===== config.mk =====
export PLATFORM = sky130hd
export DESIGN_NAME = prefetch_unit_flat
export DESIGN_NICKNAME = d
export VERILOG_FILES = /design/src/rtl/prefetch_unit_pkg.sv /design/src/rtl/prefetch_unit_if.sv /design/src/rtl/prefetch_word_buffer.sv /design/src/rtl/prefetch_unit.sv /design/src/flat_wrapper.sv
export SDC_FILE = /design/constraint.sdc
export NUM_CORES = 1
export LEC_CHECK = 0
export BUFFER_PORTS_ARGS = -buffer_cell sky130_fd_sc_hd__buf_2
export CORE_ASPECT_RATIO = 0.75
export CORE_MARGIN = 2
export CORE_UTILIZATION = 49
export DETAILED_ROUTE_END_ITERATION = 10
export PLACE_DENSITY = 0.86
export SLEW_MARGIN = 10
export SYNTH_ARGS = -nofsm -noshare
export SYNTH_HDL_FRONTEND = slang
export SYNTH_HIERARCHICAL = 1
export SYNTH_SLANG_ARGS = --single-unit

===== constraint.sdc =====
create_clock -name clk -period 2.7 [get_ports clk]
set_clock_uncertainty 0.15 [all_clocks]
set_input_delay 0.405 -clock clk [delete_from_list [all_inputs] [get_ports clk]]
set_output_delay 0.405 -clock clk [all_outputs]
set_load 0.005 [all_outputs]

===== src/rtl/prefetch_unit_pkg.sv =====
// Shared constants, bus FSM state encoding and the segment:offset address helper
// used by the prefetch unit.
package prefetch_unit_pkg;

    localparam logic [15:0] RESET_CS = 16'hffff;
    localparam logic [15:0] RESET_IP = 16'h0000;
    localparam int unsigned PHYS_AW  = 20;

    typedef enum logic [1:0] {
        IDLE,
        FETCH,
        ABORT
    } state_e;

    // Word address of seg:off; the 20-bit physical address wraps modulo 2^20.
    function automatic logic [PHYS_AW-2:0] word_address(input logic [15:0] seg,
                                                        input logic [15:0] off);
        logic [PHYS_AW-1:0] phys;
        phys = {seg, 4'h0} + {4'h0, off};
        return phys[PHYS_AW-1:1];
    endfunction

endpackage


===== src/rtl/prefetch_unit_if.sv =====
// Memory read bus and instruction byte FIFO write port driven by the prefetch unit.
interface prefetch_unit_if;

    logic        mem_access;
    logic        mem_ack;
    logic [18:0] mem_address;
    logic [15:0] mem_data;
    logic        fifo_wr_en;
    logic [7:0]  fifo_wr_data;
    logic        fifo_full;
    logic        fifo_reset;

    modport master (
        output mem_access, mem_address, fifo_wr_en, fifo_wr_data, fifo_reset,
        input  mem_ack, mem_data, fifo_full
    );

    modport slave (
        input  mem_access, mem_address, fifo_wr_en, fifo_wr_data, fifo_reset,
        output mem_ack, mem_data, fifo_full
    );

endinterface


===== src/rtl/prefetch_word_buffer.sv =====
// One-word staging buffer between the memory bus and the FIFO: loads a fetched word,
// selects odd/even bytes and drains them one per cycle.
module prefetch_word_buffer (
    input  logic        clk,
    input  logic        reset,
    input  logic        flush,
    input  logic        load,
    input  logic        odd,
    input  logic        bypass,
    input  logic        fifo_full,
    input  logic [15:0] data,
    output logic [1:0]  count,
    output logic        wr_en,
    output logic [7:0]  wr_data
);

    logic [15:0] word_q, word_d;
    logic [1:0]  count_q, count_d;
    logic        ptr_q, ptr_d;
    logic        pop;

    assign pop   = (count_q != 2'd0) & ~fifo_full & ~flush;
    assign count = count_q;

    always_comb begin
        word_d  = word_q;
        count_d = count_q;
        ptr_d   = ptr_q;
        if (flush) begin
            count_d = 2'd0;
        end else if (load) begin
            word_d  = data;
            // An odd start or a bypassed low byte leaves only the high byte to drain.
            ptr_d   = odd | bypass;
            count_d = odd ? 2'd1 : 2'd2;
            if (bypass) begin
                count_d = count_d - 2'd1;
            end
        end else if (pop) begin
            count_d = count_q - 2'd1;
            ptr_d   = 1'b1;
        end
    end

    always_comb begin
        wr_en   = pop | bypass;
        wr_data = ptr_q ? word_q[15:8] : word_q[7:0];
        if (bypass) begin
            wr_data = odd ? data[15:8] : data[7:0];
        end
    end

    always_ff @(posedge clk or posedge reset) begin
        if (reset) begin
            word_q  <= '0;
            count_q <= 2'd0;
            ptr_q   <= 1'b0;
        end else begin
            word_q  <= word_d;
            count_q <= count_d;
            ptr_q   <= ptr_d;
        end
    end

endmodule


===== src/rtl/prefetch_unit.sv =====
// Prefetch unit: fetches code words at cs:ip and feeds the instruction byte FIFO.
// Define PREFETCH_BYPASS_EN to forward the first byte straight from mem_data on mem_ack.
module prefetch_unit #(
    parameter logic [15:0] RESET_IP = prefetch_unit_pkg::RESET_IP
) (
    input  logic            clk,
    input  logic            reset,
    input  logic [15:0]     cs,
    input  logic [15:0]     new_ip,
    input  logic            load_new_ip,
    prefetch_unit_if.master bus
);

    import prefetch_unit_pkg::*;

    state_e      state_q, state_d;
    logic [15:0] ip_q, ip_d;
    logic [18:0] addr_q, addr_d;
    logic        buf_load;
    logic        bypass;
    logic [1:0]  buf_count;

`ifdef PREFETCH_BYPASS_EN
    assign bypass = buf_load & ~bus.fifo_full;
`else
    assign bypass = 1'b0;
`endif

    always_comb begin
        state_d  = state_q;
        ip_d     = ip_q;
        addr_d   = addr_q;
        buf_load = 1'b0;
        if (load_new_ip) begin
            ip_d = new_ip;
        end
        unique case (state_q)
            IDLE: begin
                // A redirect empties the buffer, so it may issue at the new target at once.
                if (load_new_ip || buf_count == 2'd0) begin
                    state_d = FETCH;
                    addr_d  = word_address(cs, ip_d);
                end
            end
            FETCH: begin
                if (bus.mem_ack) begin
                    state_d = IDLE;
                    if (!load_new_ip) begin
                        buf_load = 1'b1;
                        ip_d     = ip_q + (ip_q[0] ? 16'd1 : 16'd2);
                    end
                end else if (load_new_ip) begin
                    state_d = ABORT;
                end
            end
            ABORT: begin
                if (bus.mem_ack) begin
                    state_d = IDLE;
                end
            end
            default: state_d = IDLE;
        endcase
    end

    always_ff @(posedge clk or posedge reset) begin
        if (reset) begin
            state_q <= IDLE;
            ip_q    <= RESET_IP;
            addr_q  <= '0;
        end else begin
            state_q <= state_d;
            ip_q    <= ip_d;
            addr_q  <= addr_d;
        end
    end

    assign bus.mem_access  = (state_q != IDLE);
    assign bus.mem_address = addr_q;
    assign bus.fifo_reset  = load_new_ip;

    prefetch_word_buffer u_buffer (
        .clk       (clk),
        .reset     (reset),
        .flush     (load_new_ip),
        .load      (buf_load),
        .odd       (ip_q[0]),
        .bypass    (bypass),
        .fifo_full (bus.fifo_full),
        .data      (bus.mem_data),
        .count     (buf_count),
        .wr_en     (bus.fifo_wr_en),
        .wr_data   (bus.fifo_wr_data)
    );

endmodule


===== src/flat_wrapper.sv =====
// flat-port wrapper written by rule: the top's interface ports become plain ports
module prefetch_unit_flat import prefetch_unit_pkg::*;
#(
    parameter logic [15:0] RESET_IP = prefetch_unit_pkg::RESET_IP
)
  (clk, reset, cs, new_ip, load_new_ip, bus_mem_access, bus_mem_address, bus_fifo_wr_en, bus_fifo_wr_data, bus_fifo_reset, bus_mem_ack, bus_mem_data, bus_fifo_full);
  prefetch_unit_if bus_i ();
  input  logic clk;
  input  logic reset;
  input  logic [15:0] cs;
  input  logic [15:0] new_ip;
  input  logic load_new_ip;
  output wire logic [$bits(bus_i.mem_access)-1:0] bus_mem_access;
  output wire logic [$bits(bus_i.mem_address)-1:0] bus_mem_address;
  output wire logic [$bits(bus_i.fifo_wr_en)-1:0] bus_fifo_wr_en;
  output wire logic [$bits(bus_i.fifo_wr_data)-1:0] bus_fifo_wr_data;
  output wire logic [$bits(bus_i.fifo_reset)-1:0] bus_fifo_reset;
  input wire logic [$bits(bus_i.mem_ack)-1:0] bus_mem_ack;
  input wire logic [$bits(bus_i.mem_data)-1:0] bus_mem_data;
  input wire logic [$bits(bus_i.fifo_full)-1:0] bus_fifo_full;
  assign bus_mem_access = bus_i.mem_access;
  assign bus_mem_address = bus_i.mem_address;
  assign bus_fifo_wr_en = bus_i.fifo_wr_en;
  assign bus_fifo_wr_data = bus_i.fifo_wr_data;
  assign bus_fifo_reset = bus_i.fifo_reset;
  assign bus_i.mem_ack = bus_mem_ack;
  assign bus_i.mem_data = bus_mem_data;
  assign bus_i.fifo_full = bus_fifo_full;
  prefetch_unit #(.RESET_IP(RESET_IP)) u_core (.clk(clk), .reset(reset), .cs(cs), .new_ip(new_ip), .load_new_ip(load_new_ip), .bus(bus_i));
endmodule

==> flow_metrics.py, run 1 <==
metrics = {
    "final_layout": {
        "mostFrequentLayoutCells": "buf_2 (82), dfrtp_1 (55), nand2_1 (42)",
        "syn2layout_area_growth_pct": 22.9,
        "diodes": 0,
        "drive_above_1_share_pct": 35.5,
        "stdcell_count": 546,
        "fin_nets": 531,
        "layout_commonest_cell": "buf_2",
        "final_cell_area_um2": 4250,
    },
    "critical_path": {
        "r2r_cells": 10,
        "endpoint": "u_core/bus.mem_address[17]",
        "cp_max_fo": 4,
        "r2r_setup_slack_ns": 0.11,
        "r2r-end": "u_core/bus.mem_address[17]",
        "startpoint": "u_core/ip_q[4]",
        "crit_type": "register to register",
        "slowest_delay_ns": 0.42,
        "worstPathRequired_ns": 2.76,
        "cp_slowest_cell": "dfrtp_2",
        "critPathLaunchType": "register",
        "critPathBufInv": 1,
        "crit_family": "compound AO/OA/AOI/OAI gates",
        "cp.arrival_ns": 2.65,
        "crit_chain": "inv_1 > o21ai_0 > ha_2 > fa_2 > a21oi_2 > o211ai_1 > a21oi_2 > nor3b_4 > nor4_1 > a211o_2",
        "worst_setup_path_end_kind": "register",
        "crit_path_frequent_cell": "a21oi_2",
        "cp_num_cells": 10,
        "reg2reg_from": "u_core/ip_q[4]",
    },
    "placed_design": {
        "portBuffers": 82,
        "dp_hpwl_um": 6910,
        "place_congestion": 0.896,
        "dp.cells": 537,
        "dpl_cell_area_um2": 4100,
    },
    "outcome": {
        "status": "completed",
    },
    "logic_synthesis": {
        "synth_top_area_cell": "dfrtp_1",
        "async_reset_ff_share_pct": 100,
        "ys.flop_type": "dfrtp_1",
        "ys_seq_area_share_pct": 40.5,
        "syn_nets": 429,
        "yosysWarnings": 6,
        "yosysTopAreaCellShare_pct": 40.5,
        "syn_avg_cell_area_um2": 9.63,
        "synth.distinct_cells": 50,
        "syn_inst": 359,
        "ys_top_cells_by_area": "dfrtp_1 (41%), mux2_2 (9.8%), ha_1 (5.8%)",
        "synth_edf_count": 0,
        "syn_area_um2": 3460,
        "ys_seq_elements": 56,
    },
    "job": {
        "cap_viol_max_count": 0,
    },
    "die": {
        "coreArea_um2": 6830,
        "ios": 83,
        "die_h_um": 76.7,
        "dieArea_um2": 7750,
        "std_cell_rows": 26,
        "die_w_um": 101,
        "start_util_pct": 50.6,
    },
    "grt": {
        "grt_pass1_wl_um": 14400,
        "grt_pass1_vias": 2978,
        "antenna_found_initial": 0,
        "overflow": 0,
        "grt_usage_pct": 23.2,
        "grt_max_degree": 38,
    },
    "power_and_ir_drop": {
        "p_switching_mw": 1.22,
        "intPower_mw": 2.23,
        "power_mw": 3.45,
        "clkPwrFrac_pct": 19.2,
        "p_sw_share_pct": 35.3,
        "p_seq_share_pct": 39.9,
        "power.leakage_nw": 1.98,
        "power_density_nw_per_um2": 812,
        "ir_worst_vdd_uv": 327,
        "combPwrFrac_pct": 40.9,
    },
    "cts": {
        "clock_path_buffers": 2,
        "htreeDepth": 2,
        "worst_skew_pair.late_latency_ns": 0.32,
        "cts_tree": "built",
        "cts_sinks": 56,
        "path_clk_slew_ns": 0.11,
        "clock-root-buffer": "clkbuf_8",
        "cts_buffers": 5,
    },
    "sta": {
        "drv_slew": 0,
        "tns_ns": 0,
        "final-hold-violation-count": 0,
        "slew_headroom_pct": 52.4,
        "fin_crit_sh_pct": 95.8,
        "finalSetupViolations": 0,
        "max_freq_mhz": 386,
        "finalHoldWorstSlack_ns": 0.0402,
        "period_minus_slack_ns": 2.59,
        "worst_slew_pin_slew_ns": 0.713,
    },
    "routing": {
        "viasPerCell": 5.63,
        "drt-total-wl_um": 8980,
        "first_pass_iters": 5,
        "drt-initial-drc-count": 213,
        "vias": 3075,
        "wire_per_inst_um": 16.4,
        "ant_nets": 0,
        "drc": 0,
    },
    "min_path": {
        "hold_class": "primary input to async pin",
    },
}
[metrics by stage]
step	utilization [%]	setup WS (ns)
after floorplan	-	0.0484
final	62.2	0.112
after global routing	62.2	-0.0132
after CTS	62.0	0.0518
after detailed placement	60.0	-0.128
after global placement	60.0	-0.0393
[sequential cells by signal, summed over array words and instances, names as in the netlist]
register / cells
u_core/bus.mem_address: 19
u_core/ip_q: 16
u_core/state_q: 2
u_core/u_buffer/count: 2
u_core/u_buffer/ptr_q: 1
u_core/u_buffer/word_q: 16
[worst min-delay path by stage]
stage	endpoint	slack, ns	cells past startpoint
after detailed placement	u_core/bus.mem_address[1]	0.32	2
after global routing	u_core/bus.mem_address[1]	0.08	3
after CTS	u_core/bus.mem_address[1]	0.05	3
after floorplan	u_core/u_buffer/count[0]	0.21	1
after global placement	u_core/bus.mem_address[2]	0.31	2
final	u_core/bus.mem_address[0]	0.04	3
[power groups by stage]
stage               sequential [mW]  combinational [mW]  clock (mW)
floorplan                      1.34               0.909           0
global placement               1.36                1.33           0
detailed placement             1.39                1.39           0
CTS                            1.37                1.40       0.671
global route                   1.41                1.56       0.715
finish                         1.38                1.41       0.664
[repair_timing]
action | 4_1_cts | 5_1_grt
hold buffers | 0 | 0
endpoints found under the setup margin | 0 | 2
gates resized for setup | 0 | 2
setup buffers | 0 | 1
hold endpoints to repair | 0 | 0
[logic make-up (layout without fill, tap and decap cells)]
family          Yosys count  count (layout)  synth area share, %
simple gates            102             102                 15.2
compound gates           91              91                 16.2
flops                    56              56                 40.5
mux                      42              42                 13.2
buf+inv                  35             138                 4.52
fa+ha+maj                17              17                 6.37
xor+xnor                 15              15                 3.80
other cells               1               1                0.108
[cell usage after synthesis (4+ instances only)]
| cell type | count |
|---|---|
| xor2_1 | 5 |
| mux2i_1 | 12 |
| o21ai_0 | 33 |
| mux2_2 | 30 |
| a41oi_1 | 5 |
| a31oi_1 | 6 |
| nor2_1 | 14 |
| nand2_1 | 42 |
| a211oi_1 | 10 |
| ha_1 | 16 |
| buf_2 | 5 |
| inv_1 | 21 |
| nand3_1 | 10 |
| xnor2_1 | 10 |
| nor2b_1 | 11 |
| a21oi_1 | 23 |
| clkbuf_1 | 4 |
| nor4_1 | 4 |
| dfrtp_1 | 56 |
[worst register-to-register path: stages, from the launching register on]
cell and delay, ns:
dfrtp_2 0.42, inv_1 0.07, o21ai_0 0.12, ha_2 0.22, fa_2 0.35, a21oi_2 0.17, o211ai_1 0.14, a21oi_2 0.17
nor3b_4 0.25, nor4_1 0.09, a211o_2 0.32
[metal layers]
layer	global-route usage, %	wire [µm]	vias to the layer above
met5	0	0	-
met4	6.22	152	0
met3	3.01	389	14
met2	37.1	4300	101
met1	33.2	4130	1473
li1	-	-	1487
[area by class of cell]
cell class	instances	area, µm²
Clock buffer	5	68.8
Clock inverter	3	68.8
Fill cell	562	2580
Inverter	21	78.8
Multi-Input combinational cell	268	1910
Sequential cell	56	1400
Tap cell	84	105
Timing Repair Buffer	109	613
No activity file was read; power rests on OpenSTA's default activity.
==> run 2: changes to the inputs <==
- ABC_AREA: unset -> 1
- CORE_UTILIZATION: 49 -> 50
==> run 2 against run 1 <==
Net effect: global-route usage up 1.4 points; synthesized area up 13%; critical path depth unchanged; register-to-register slack better by 0.31 ns; power down 3.1%; core utilization down 2.3 points; clock power down 29%; non-clock buffer count down 20; cell area up 4.8%; first-iteration DRC count up 14%.
==> flow_metrics.py, run 2 <==
metrics = {
    "critical_path": {
        "crit_type": "register to register",
        "crit_family": "adder cells",
        "cp_slowest_cell": "dfrtp_1",
        "worstPathRequired_ns": 2.76,
        "crit_chain": "inv_1 > o21ai_0 > ha_1 > fa_1 > nand3_1 > nand3_1 > a21oi_1 > nor2_1 > nor2_1 > a21oi_1",
        "slowest_delay_ns": 0.43,
        "critPathBufInv": 1,
        "worst_setup_path_end_kind": "register",
        "cp_max_fo": 4,
        "cp.arrival_ns": 2.33,
        "critPathLaunchType": "register",
    },
    "cts": {
        "cts_resized": 0,
        "worst_skew_pair.late_latency_ns": 0.31,
        "post-cts-setup-buffer-count": 0,
        "clock_path_buffers": 2,
        "clock-root-buffer": "clkbuf_8",
        "htreeDepth": 2,
        "cts_sinks": 56,
        "cts_tree": "built",
        "ctsHoldBuffers": 0,
        "cts_buffers": 5,
        "path_clk_slew_ns": 0.11,
    },
    "final_layout": {
        "largest_register_ff_count": 19,
        "multi_input_area_um2": 2030,
        "final_cell_area_um2": 4450,
        "layout_commonest_cell": "nand2_1",
        "fillers": 690,
        "seq_area_um2": 1400,
        "diodes": 0,
        "syn2layout_area_growth_pct": 14.4,
        "fin_nets": 717,
        "drive_above_1_share_pct": 19.9,
        "mostFrequentLayoutCells": "nand2_1 (206), inv_1 (86), buf_2 (82)",
    },
    "power_and_ir_drop": {
        "power_density_nw_per_um2": 751,
        "p_switching_mw": 1.40,
        "clkPwrFrac_pct": 14.2,
        "ir_worst_vdd_uv": 327,
        "p_seq_share_pct": 41.6,
        "power.leakage_nw": 2.51,
        "intPower_mw": 1.94,
        "p_sw_share_pct": 41.9,
        "combPwrFrac_pct": 44.3,
    },
    "sta": {
        "slew_headroom_pct": 52.2,
        "period_minus_slack_ns": 2.27,
        "final-hold-violation-count": 0,
        "finalHoldWorstSlack_ns": 0.0399,
        "fin_ws_ns": 0.426,
        "finalSetupViolations": 0,
        "max_freq_mhz": 440,
        "fin_crit_sh_pct": 84.2,
        "drv_slew": 0,
        "tns_ns": 0,
        "worst_slew_pin_slew_ns": 0.717,
        "rsz0062_at_grt": "no",
    },
    "logic_synthesis": {
        "synth.distinct_cells": 36,
        "ys_seq_elements": 56,
        "yosysTopAreaCellShare_pct": 36.0,
        "post-synth-top-count-cell": "nand2_1",
        "ys_seq_area_share_pct": 36.0,
        "ys_top_cells_by_area": "dfrtp_1 (36%), nand2_1 (20%), inv_1 (8.3%)",
        "syn_area_um2": 3890,
        "syn_avg_cell_area_um2": 6.87,
        "async_reset_ff_share_pct": 100,
        "synth_edf_count": 0,
        "yosysWarnings": 6,
        "syn_nets": 637,
        "ys.flop_type": "dfrtp_1",
        "synth_commonest_cells": "nand2_1 (206), inv_1 (86), dfrtp_1 (56), nand3_1 (35), nor2_1 (34)",
        "synth_top_area_cell": "dfrtp_1",
        "syn_inst": 567,
    },
    "die": {
        "dieArea_um2": 8520,
        "std_cell_rows": 27,
        "start_util_pct": 52.4,
        "die_h_um": 80.4,
        "coreArea_um2": 7430,
        "ios": 83,
        "die_w_um": 106,
    },
    "placed_design": {
        "dp_slack_ns": 0.161,
        "dpl_cell_area_um2": 4360,
        "place_congestion": 0.946,
        "portBuffers": 82,
        "dp_hpwl_um": 7720,
    },
    "grt": {
        "grt_max_degree": 38,
        "met1_usage_pct": 36.2,
        "grt_pass1_wl_um": 16600,
        "overflow": 0,
        "met2_usage_pct": 38.4,
        "antenna_found_initial": 0,
        "grt_pass1_vias": 3528,
        "met3_usage_pct": 3.33,
        "grt-busiest-layer": "met2",
        "grt_usage_pct": 24.6,
    },
    "routing": {
        "first_pass_iters": 5,
        "wire_per_inst_um": 13.1,
        "drc": 0,
        "drt-initial-drc-count": 242,
        "vias": 3793,
        "viasPerCell": 5.06,
        "ant_nets": 0,
        "drt-total-wl_um": 9780,
    },
    "outcome": {
        "status": "completed",
    },
    "min_path": {
        "hold_class": "primary input to async pin",
    },
    "job": {
        "cap_viol_max_count": 0,
    },
}
run 2: cell count changes in the layout (fill, tap and decap cells not counted), moves of 10 or more:
cell	change
nand2_1	+164
inv_1	+65
mux2_2	-30
nand3_1	+25
buf_4	-20
nor2_1	+20
o21ai_0	-18
o21ai_1	+13
mux2i_1	-12
nor2b_1	-11
o211ai_1	+11
a211oi_1	-10
a21oi_1	-10
run 2: cell families after synthesis:
family                   synth area share [%]
AO/OA/AOI/OAI                            12.3
other                                  0.0963
adder cells (fa/ha/maj)                  5.65
buffers and inverters                    11.9
XOR/XNOR                                 1.12
AND/OR/NAND/NOR                          32.9
flip-flops                               36.0
run 2: final cells by class:
| cell class | count | area share [%] |
|---|---|---|
| multi-input combinational | 404 | 45.5 |
| timing repair buffer | 89 | 10.4 |
| inverter | 91 | 7.70 |
| tap | 101 | 2.84 |
| clock buffer | 5 | 1.54 |
| clock inverter | 3 | 0.534 |
| sequential | 56 | 31.5 |
run 2: metal layers:
metal	routed length, µm	up-vias
met3	643	8
met2	4230	123
met4	104	0
li1	-	1935
met5	0	-
met1	4800	1727
run 2: stage by stage:
stage / cells / utilization (%) / power (mW)
after floorplan: 567 / - / 2.40
after global placement: 741 / 58.7 / 2.81
after detailed placement: 741 / 58.7 / 2.88
after CTS: 749 / 59.9 / 3.36
after global routing: 749 / 59.9 / 3.65
final: 749 / 59.9 / 3.35
run 2: power groups by stage:
stage	Combinational, mW	Clock (mW)	Sequential, mW
final	1.48	0.474	1.39
after global routing	1.69	0.529	1.43
after CTS	1.48	0.491	1.39
after detailed placement	1.47	0	1.40
after global placement	1.43	0	1.38
after floorplan	1.06	0	1.34
run 2: worst min-delay path: stages:
cell and delay, ns:
buf_2 0.10, inv_1 0.04, buf_4 0.40
run 2: final timing paths:
check / start / to / slack [ns] / cells past startpoint
worst min-delay path: reset / u_core/bus.mem_address[6] / 0.04 / 3
max in group asynchronous: reset / u_core/u_buffer/count[0] / 1.88 / 2
worst min register to register: u_core/ip_q[14] / u_core/ip_q[14] / 0.30 / 1
worst max-delay path: u_core/ip_q[4] / u_core/bus.mem_address[11] / 0.43 / 10
min in group clk: bus_mem_ack / u_core/state_q[1] / 0.16 / 2
worst max register to register: u_core/ip_q[4] / u_core/bus.mem_address[11] / 0.43 / 10
